<file path="config.mk">
export PLATFORM = sky130hd
export DESIGN_NAME = latch_write_ctrl
export DESIGN_NICKNAME = d
export VERILOG_FILES = /design/src/rtl/latch_pkg.sv /design/src/rtl/sync2.sv /design/src/rtl/latch_write_ctrl.sv
export SDC_FILE = /design/constraint.sdc
export NUM_CORES = 1
export LEC_CHECK = 0
export CAP_MARGIN = 20
export CORE_ASPECT_RATIO = 1.25
export CORE_MARGIN = 2
export CORE_UTILIZATION = 40
export CTS_CLUSTER_DIAMETER = 40
export DETAILED_ROUTE_END_ITERATION = 7
export GPL_ROUTABILITY_DRIVEN = 0
export PLACE_DENSITY = 0.73
export SYNTH_ARGS = -nofsm -noshare
export SYNTH_HDL_FRONTEND = slang
export SYNTH_SLANG_ARGS = --single-unit
</file>
<file path="constraint.sdc">
create_clock -name clk -period 2.1 [get_ports clk]
set_input_delay 0.21 -clock clk [delete_from_list [all_inputs] [get_ports clk]]
set_output_delay 0.21 -clock clk [all_outputs]
set_load 0.005 [all_outputs]
</file>
<file path="src/rtl/latch_pkg.sv">
// rtl/latch_pkg.sv - shared state encoding and timing defaults for the latch write controller
package latch_pkg;

    typedef enum logic [2:0] {
        IDLE  = 3'd0,
        SETUP = 3'd1,
        PULSE = 3'd2,
        HOLD  = 3'd3,
        SYNC  = 3'd4,
        CHECK = 3'd5
    } state_t;

    localparam int DEF_SETUP_CYC = 2;
    localparam int DEF_PULSE_CYC = 4;
    localparam int DEF_HOLD_CYC  = 2;

    // Two flop stages must settle before the readback is trusted
    localparam int SYNC_CYC = 2;

    // Largest of four phase lengths; sizes the shared phase counter
    function automatic int max4(input int a, input int b, input int c, input int d);
        int m;
        m = a;
        if (b > m) m = b;
        if (c > m) m = c;
        if (d > m) m = d;
        return m;
    endfunction

endpackage

</file>
<file path="src/rtl/sync2.sv">
// rtl/sync2.sv - two-flop synchronizer for an asynchronous multi-bit input
module sync2 #(
    parameter int WIDTH = 8
) (
    input  logic             clk,
    input  logic             rst,
    input  logic [WIDTH-1:0] d,
    output logic [WIDTH-1:0] q
);

    logic [WIDTH-1:0] meta;

    // Two back-to-back flops give the first stage a full cycle to resolve
    always_ff @(posedge clk) begin
        if (rst) begin
            meta <= '0;
            q    <= '0;
        end else begin
            meta <= d;
            q    <= meta;
        end
    end

endmodule

</file>
<file path="src/rtl/latch_write_ctrl.sv">
// rtl/latch_write_ctrl.sv - sequenced setup/pulse/hold write into an async latch bank with readback check
module latch_write_ctrl
    import latch_pkg::*;
#(
    parameter int WIDTH     = 8,
    parameter int SETUP_CYC = DEF_SETUP_CYC,
    parameter int PULSE_CYC = DEF_PULSE_CYC,
    parameter int HOLD_CYC  = DEF_HOLD_CYC
) (
    input  logic             clk,
    input  logic             rst,
    input  logic             req,
    input  logic [WIDTH-1:0] wdata,
    output logic             ready,
    output logic [WIDTH-1:0] lat_D,
    output logic             lat_En,
    input  logic [WIDTH-1:0] lat_Q,
    output logic             done,
    output logic             err,
    output logic [WIDTH-1:0] rdata
);

    localparam int CNT_W = $clog2(max4(SETUP_CYC, PULSE_CYC, HOLD_CYC, SYNC_CYC)) + 1;

    state_t           state;
    state_t           next_state;
    logic [CNT_W-1:0] cnt;
    logic [CNT_W-1:0] cnt_load;
    logic             cnt_zero;
    logic [WIDTH-1:0] q_sync;

    assign cnt_zero = (cnt == '0);

    sync2 #(
        .WIDTH (WIDTH)
    ) u_q_sync (
        .clk (clk),
        .rst (rst),
        .d   (lat_Q),
        .q   (q_sync)
    );

    // State register
    always_ff @(posedge clk) begin
        if (rst) begin
            state <= IDLE;
        end else begin
            state <= next_state;
        end
    end

    // Next-state decode: each timed phase ends when its counter reaches zero
    always_comb begin
        next_state = state;
        case (state)
            IDLE:    if (req)      next_state = SETUP;
            SETUP:   if (cnt_zero) next_state = PULSE;
            PULSE:   if (cnt_zero) next_state = HOLD;
            HOLD:    if (cnt_zero) next_state = SYNC;
            SYNC:    if (cnt_zero) next_state = CHECK;
            CHECK:                 next_state = IDLE;
            default:               next_state = IDLE;
        endcase
    end

    // Phase length minus one, loaded as each phase is entered
    always_comb begin
        cnt_load = '0;
        case (next_state)
            SETUP:   cnt_load = CNT_W'(SETUP_CYC - 1);
            PULSE:   cnt_load = CNT_W'(PULSE_CYC - 1);
            HOLD:    cnt_load = CNT_W'(HOLD_CYC - 1);
            SYNC:    cnt_load = CNT_W'(SYNC_CYC - 1);
            default: cnt_load = '0;
        endcase
    end

    // Phase counter: reload on a state change, otherwise count down to zero
    always_ff @(posedge clk) begin
        if (rst) begin
            cnt <= '0;
        end else if (next_state != state) begin
            cnt <= cnt_load;
        end else if (!cnt_zero) begin
            cnt <= cnt - CNT_W'(1);
        end
    end

    // Output decode: only ready is combinational; everything touching the latch is registered
    always_comb begin
        ready = (state == IDLE);
    end

    // Latch enable is registered from the next state so it can never glitch
    always_ff @(posedge clk) begin
        if (rst) begin
            lat_En <= 1'b0;
        end else begin
            lat_En <= (next_state == PULSE);
        end
    end

    // Latch data is captured on acceptance and left untouched until the next one
    always_ff @(posedge clk) begin
        if (rst) begin
            lat_D <= '0;
        end else if (ready && req) begin
            lat_D <= wdata;
        end
    end

    // Readback compare: result and data are published together with the done pulse
    always_ff @(posedge clk) begin
        if (rst) begin
            done  <= 1'b0;
            err   <= 1'b0;
            rdata <= '0;
        end else begin
            done <= (state == CHECK);
            if (state == CHECK) begin
                rdata <= q_sync;
                err   <= (q_sync != lat_D);
            end
        end
    end

endmodule

</file>
### Yosys cells after proc, flatten, opt, wreduce, memory -nomap -nowiden

Cells that the tools add are included.

* register bits: 41
* input bits: 19
* logic and storage cells: 35

* add/sub/neg operators: 1
* equal/unequal tests: 12
* mux-type cells: 9
* reduce and logical (&&, ||, !) cells: 4

Operator list (count)
* 3-bit 2-to-1 mux: 7
* 3-bit one-hot mux with 5 select lines: 1
* 3-bit by 2-bit equality test with 1-bit output, second input constant: 4
* 3-bit equality test, second input constant: 3
* 8-bit inequality test: 1
* 3-bit by 1-bit equality test with 1-bit output, second input constant: 2
* 3-bit logical NOT: 2
* 2-bit one-hot mux with 2 select lines: 1
* 3-bit inequality test: 1
* 3-bit OR reduction: 1
* 3-bit by 1-bit subtractor with 3-bit output, second input constant: 1
* 2-bit by 1-bit inequality test with 1-bit output, second input constant: 1
* 1-bit logical AND: 1

### Depth between registers and ports, before layout

* depth in word-level cells: 7
* mapped depth: 6
* depth with buffers taken out: 6

### By module

From an unflattened synthesis, not the netlist that was laid out.

* cell total of the unflattened synthesis: 164
* area, all modules: 1674.1 um^2

By module, submodules not included
* latch_write_ctrl: times used 1, cells an instance 131, area each 1209.9 um^2
* sync2: times used 1, cells an instance 33, area each 464.2 um^2

### Least setup slack after synthesis

Ideal clock, no wire load.

* path type: register -> register
* from: reg cnt[0]
* to: reg cnt[1]
* setup time: 88 ps
* arrival: 1277 ps
* data required time: 2012 ps
* path slack: 735 ps
* stages on the path, launching flop included: 7
* buffers on the path: 0
* path through: dfxtp_1 > inv_1 > ha_1 > and2b_1 > nor2_1 > nand3_1 > a311oi_2

* cells in the longest elaborated chain, start to end: 7

Ends and longest elaborated chain
* start, declared: RTL line latch_write_ctrl.sv:27 `logic [CNT_W-1:0] cnt;`
* start signal, assigned: RTL line latch_write_ctrl.sv:83 `cnt <= cnt_load;`
* start signal, assigned: RTL line latch_write_ctrl.sv:85 `cnt <= cnt - CNT_W'(1);`
* 3-bit logical NOT: RTL line latch_write_ctrl.sv:32 `assign cnt_zero = (cnt == '0);`
* 3-bit 2-to-1 mux, on equally long branches
* 3-bit one-hot mux with 5 select lines: RTL line latch_write_ctrl.sv:55 `case (state)`
* 3-bit equality test (tied with other cells): RTL line latch_write_ctrl.sv:69 `case (next_state)`
* 3-bit OR reduction (no line)
* 2-bit one-hot mux with 2 select lines: RTL line latch_write_ctrl.sv:69
* 3-bit 2-to-1 mux: RTL line latch_write_ctrl.sv:82 `end else if (next_state != state) begin`

Several ways; a longest one is shown, not always the timed one. The select of a mux whose other input is x is not followed.
A chain may end at the register's enable or synchronous reset.

### Worst setup path after layout

* from: reg state[0]
* to: out ready

* cells in the longest elaborated chain, start to end: 1

Ends and longest elaborated chain
* start, declared: RTL line latch_write_ctrl.sv:25 `state_t state;`
* start signal, assigned: RTL line latch_write_ctrl.sv:48 `state <= next_state;`
* 3-bit logical NOT: RTL line latch_write_ctrl.sv:91 `ready = (state == IDLE);`
* end, declared: RTL line latch_write_ctrl.sv:14 `output logic ready,`

No other way between the ends.

==> flow_summary.ini <==
[sta]
fin_ws_ps = 259
period_share_pct = 87.7
hold_ws_ps = 441
slew_violations = 0
slew_headroom_pct = 62.1
fin_crit_ps = 1840
max_clock_freq_mhz = 543
tns_ps = 0
setup_violations = 0
finalClockSkew_ps = 5.36
final-hold-violation-count = 0
rsz0062_at_grt = no
tightest_slew_ps = 568

[drt]
via_count = 1196
ant_nets = 0
drcViolationCount = 0
first_pass_iters = 4
wire_per_inst_um = 12.0
dr.first_iter.drc_count = 29
viasPerCell = 4.58
wirelength_um = 3120

[global_routing]
antenna_found_initial = 0
grt.total_usage_pct = 14.6
grt_pass1_wl_um = 4960
grt_max_degree = 42
overflow = 0
grt_pass1_vias = 1095

[clock_tree]
clk_latency_ps = 290
post-cts-setup-buffer-count = 0
ctsResizeCount = 0
cts_buffers = 5
cts-htree-levels = 2
cts_max_path_buffers = 2
cts_sinks = 41
cts.reportedPaths.clkPinSlew_ps = 70
root_buffer = clkbuf_8
cts_hold_buf = 0
cts_tree = done

[power_and_ir_drop]
leakage_nw = 0.876
ir_worst_vdd_mv = 0.486
power.density_nw_per_um2 = 1110

[synth]
synthAdderAreaFrac_pct = 1.52
synthMuxAreaShare_pct = 6.15
yosysSeqAreaShare_pct = 49.8
synth_compound_area_share_pct = 10.5
synthXorXnorAreaFrac_pct = 4.78
ys_ff_latch = 41
ys_top_cells_by_area = dfxtp_1 50%, nor2b_1 6.1%, mux2i_1 5.5%
yosysWarningCount = 0
postSynthAreaPerCell_um2 = 9.93
syn_nets = 187
ys.flop_type = dfxtp_1
synth_cells = 166
synth-edff-count = 0
netlist_area_um2 = 1650
yosysTopAreaCellShare_pct = 49.8
synth_top_family_by_area = simple AND/OR/NAND/NOR gates
synth_cell_type_count = 38
synth_simple_gate_area_share_pct = 22.6
async_flop_share_pct = 0
yosysTopAreaCell = dfxtp_1

[floorplanning]
io_pins = 39
core_um2 = 4030
fp.dieW_um = 61.4
die_area_um2 = 4660
rows = 26
start_util_pct = 40.9
die_h_um = 75.8

[critical_path]
cp.required_ps = 1890
startpoint_type = flip-flop
endpoint_kind = output pin
worstPathArrival_ps = 1630
r2r_slack_ps = 550
path_max_fanout = 11
criticalPathCategory = flip-flop to output pin

[placement]
placed_area_um2 = 2060
pre_cts_slack_ps = 552
post-dp-hpwl_um = 2230
io_buffers = 38

[finish]
final_area_um2 = 2180
diodes = 0
n_fill_cell = 384
drive_gt1_share_pct = 10.7
register_area_um2 = 821
fin_nets = 225
syn_to_final_growth_pct = 32.2
multiInputGateArea_um2 = 751

[outcome]
status = completed

[worst_hold_path]
hold_class = flip-flop to flip-flop

[run]
cap_violations = 0
-- power by group --
group	switching (mW)	internal (mW)	total, mW
Combinational	0.373	0.389	0.762
Clock	0.266	0.386	0.653
Sequential	0.127	0.869	0.996
Total	0.767	1.64	2.41
-- final cells by class --
class | instances | share of cell area, %
Tap cell | 56 | 3.21
Clock buffer | 6 | 3.79
Multi-Input combinational cell | 111 | 34.4
Sequential cell | 41 | 37.7
Clock inverter | 2 | 1.72
Inverter | 4 | 0.689
Timing Repair Buffer | 41 | 18.5
-- path summary, 6_finish.rpt --
path              cells past startpoint       endpoint             start
setup / recovery                      2          ready          state[0]
setup reg to reg                      4       rdata[2]          state[1]
hold reg to reg                       1  u_q_sync.q[1]  u_q_sync.meta[1]
hold / removal                        1  u_q_sync.q[1]  u_q_sync.meta[1]
-- per-layer routing --
metal / global-route usage, % / wire, um / vias to the layer above
li1: - / - / 624
met4: 7.09 / 53 / 0
met3: 3.06 / 100 / 4
met2: 24.0 / 1580 / 26
met1: 18.1 / 1390 / 542
met5: 0 / 0 / -
-- state kept, by name, summed over array words and instances, names as in the netlist --
| register | count |
|---|---|
| cnt | 3 |
| done | 1 |
| u_q_sync.meta | 8 |
| lat_D | 8 |
| u_q_sync.q | 8 |
| lat_En | 1 |
| err | 1 |
| state | 3 |
| rdata | 8 |
-- cells in the final DEF, fill, tap and decap left out --
cell / count
a311oi_2: 1
nor2b_1: 16
a22oi_1: 1
nor3_1: 5
clkbuf_8: 6
nor2_2: 2
bufinv_16: 1
or3b_1: 1
inv_1: 4
nor2_1: 13
a2bb2oi_1: 1
a21oi_1: 12
nand2b_4: 1
nand4b_1: 1
mux2_2: 1
dfxtp_1: 41
a2111oi_4: 1
o22a_2: 1
nor2_8: 1
nor3_2: 1
nand3b_1: 1
xor2_1: 5
xnor2_1: 4
nand2_1: 21
a211oi_2: 1
a21o_1: 1
a211o_1: 1
clkdlybuf4s50_1: 38
nand4_1: 1
a221oi_2: 1
and2_1: 1
mux2i_1: 9
ha_1: 2
and2b_1: 1
clkinvlp_4: 1
buf_4: 3
nand3_1: 2
nor4b_1: 1
-- synthesized netlist by cell type, types with 2 or more instances --
cell type / n
a21oi_1: 12
buf_2: 2
buf_4: 2
buf_6: 2
clkbuf_1: 3
dfxtp_1: 41
ha_1: 2
inv_1: 4
mux2i_1: 9
nand2_1: 21
nand3_1: 2
nor2_1: 13
nor2_2: 2
nor2b_1: 16
nor3_1: 5
xnor2_1: 4
xor2_1: 5
-- per-stage QoR --
stage,cells,util (%),total power [mW]
floorplan,166,-,1.57
global placement,253,51.1,1.76
detailed placement,253,51.1,1.78
CTS,261,54.0,2.44
global route,261,54.0,2.57
finish,261,54.0,2.41
-- kinds of logic after synthesis --
logic type                 count (synthesis)
AOI/OAI and AO/OA                         21
muxes                                     10
buffers and inverters                     14
DFF                                       41
adders and majority gates                  2
and+or+nand+nor                           69
xor gates and xnor gates                   9
-- worst max-delay path: stages (launching register included) --
cell             delay (ps)
dfxtp_1                 490
nor3_2                  310
clkdlybuf4s50_1         550
Power figures use the tool's default switching activity.
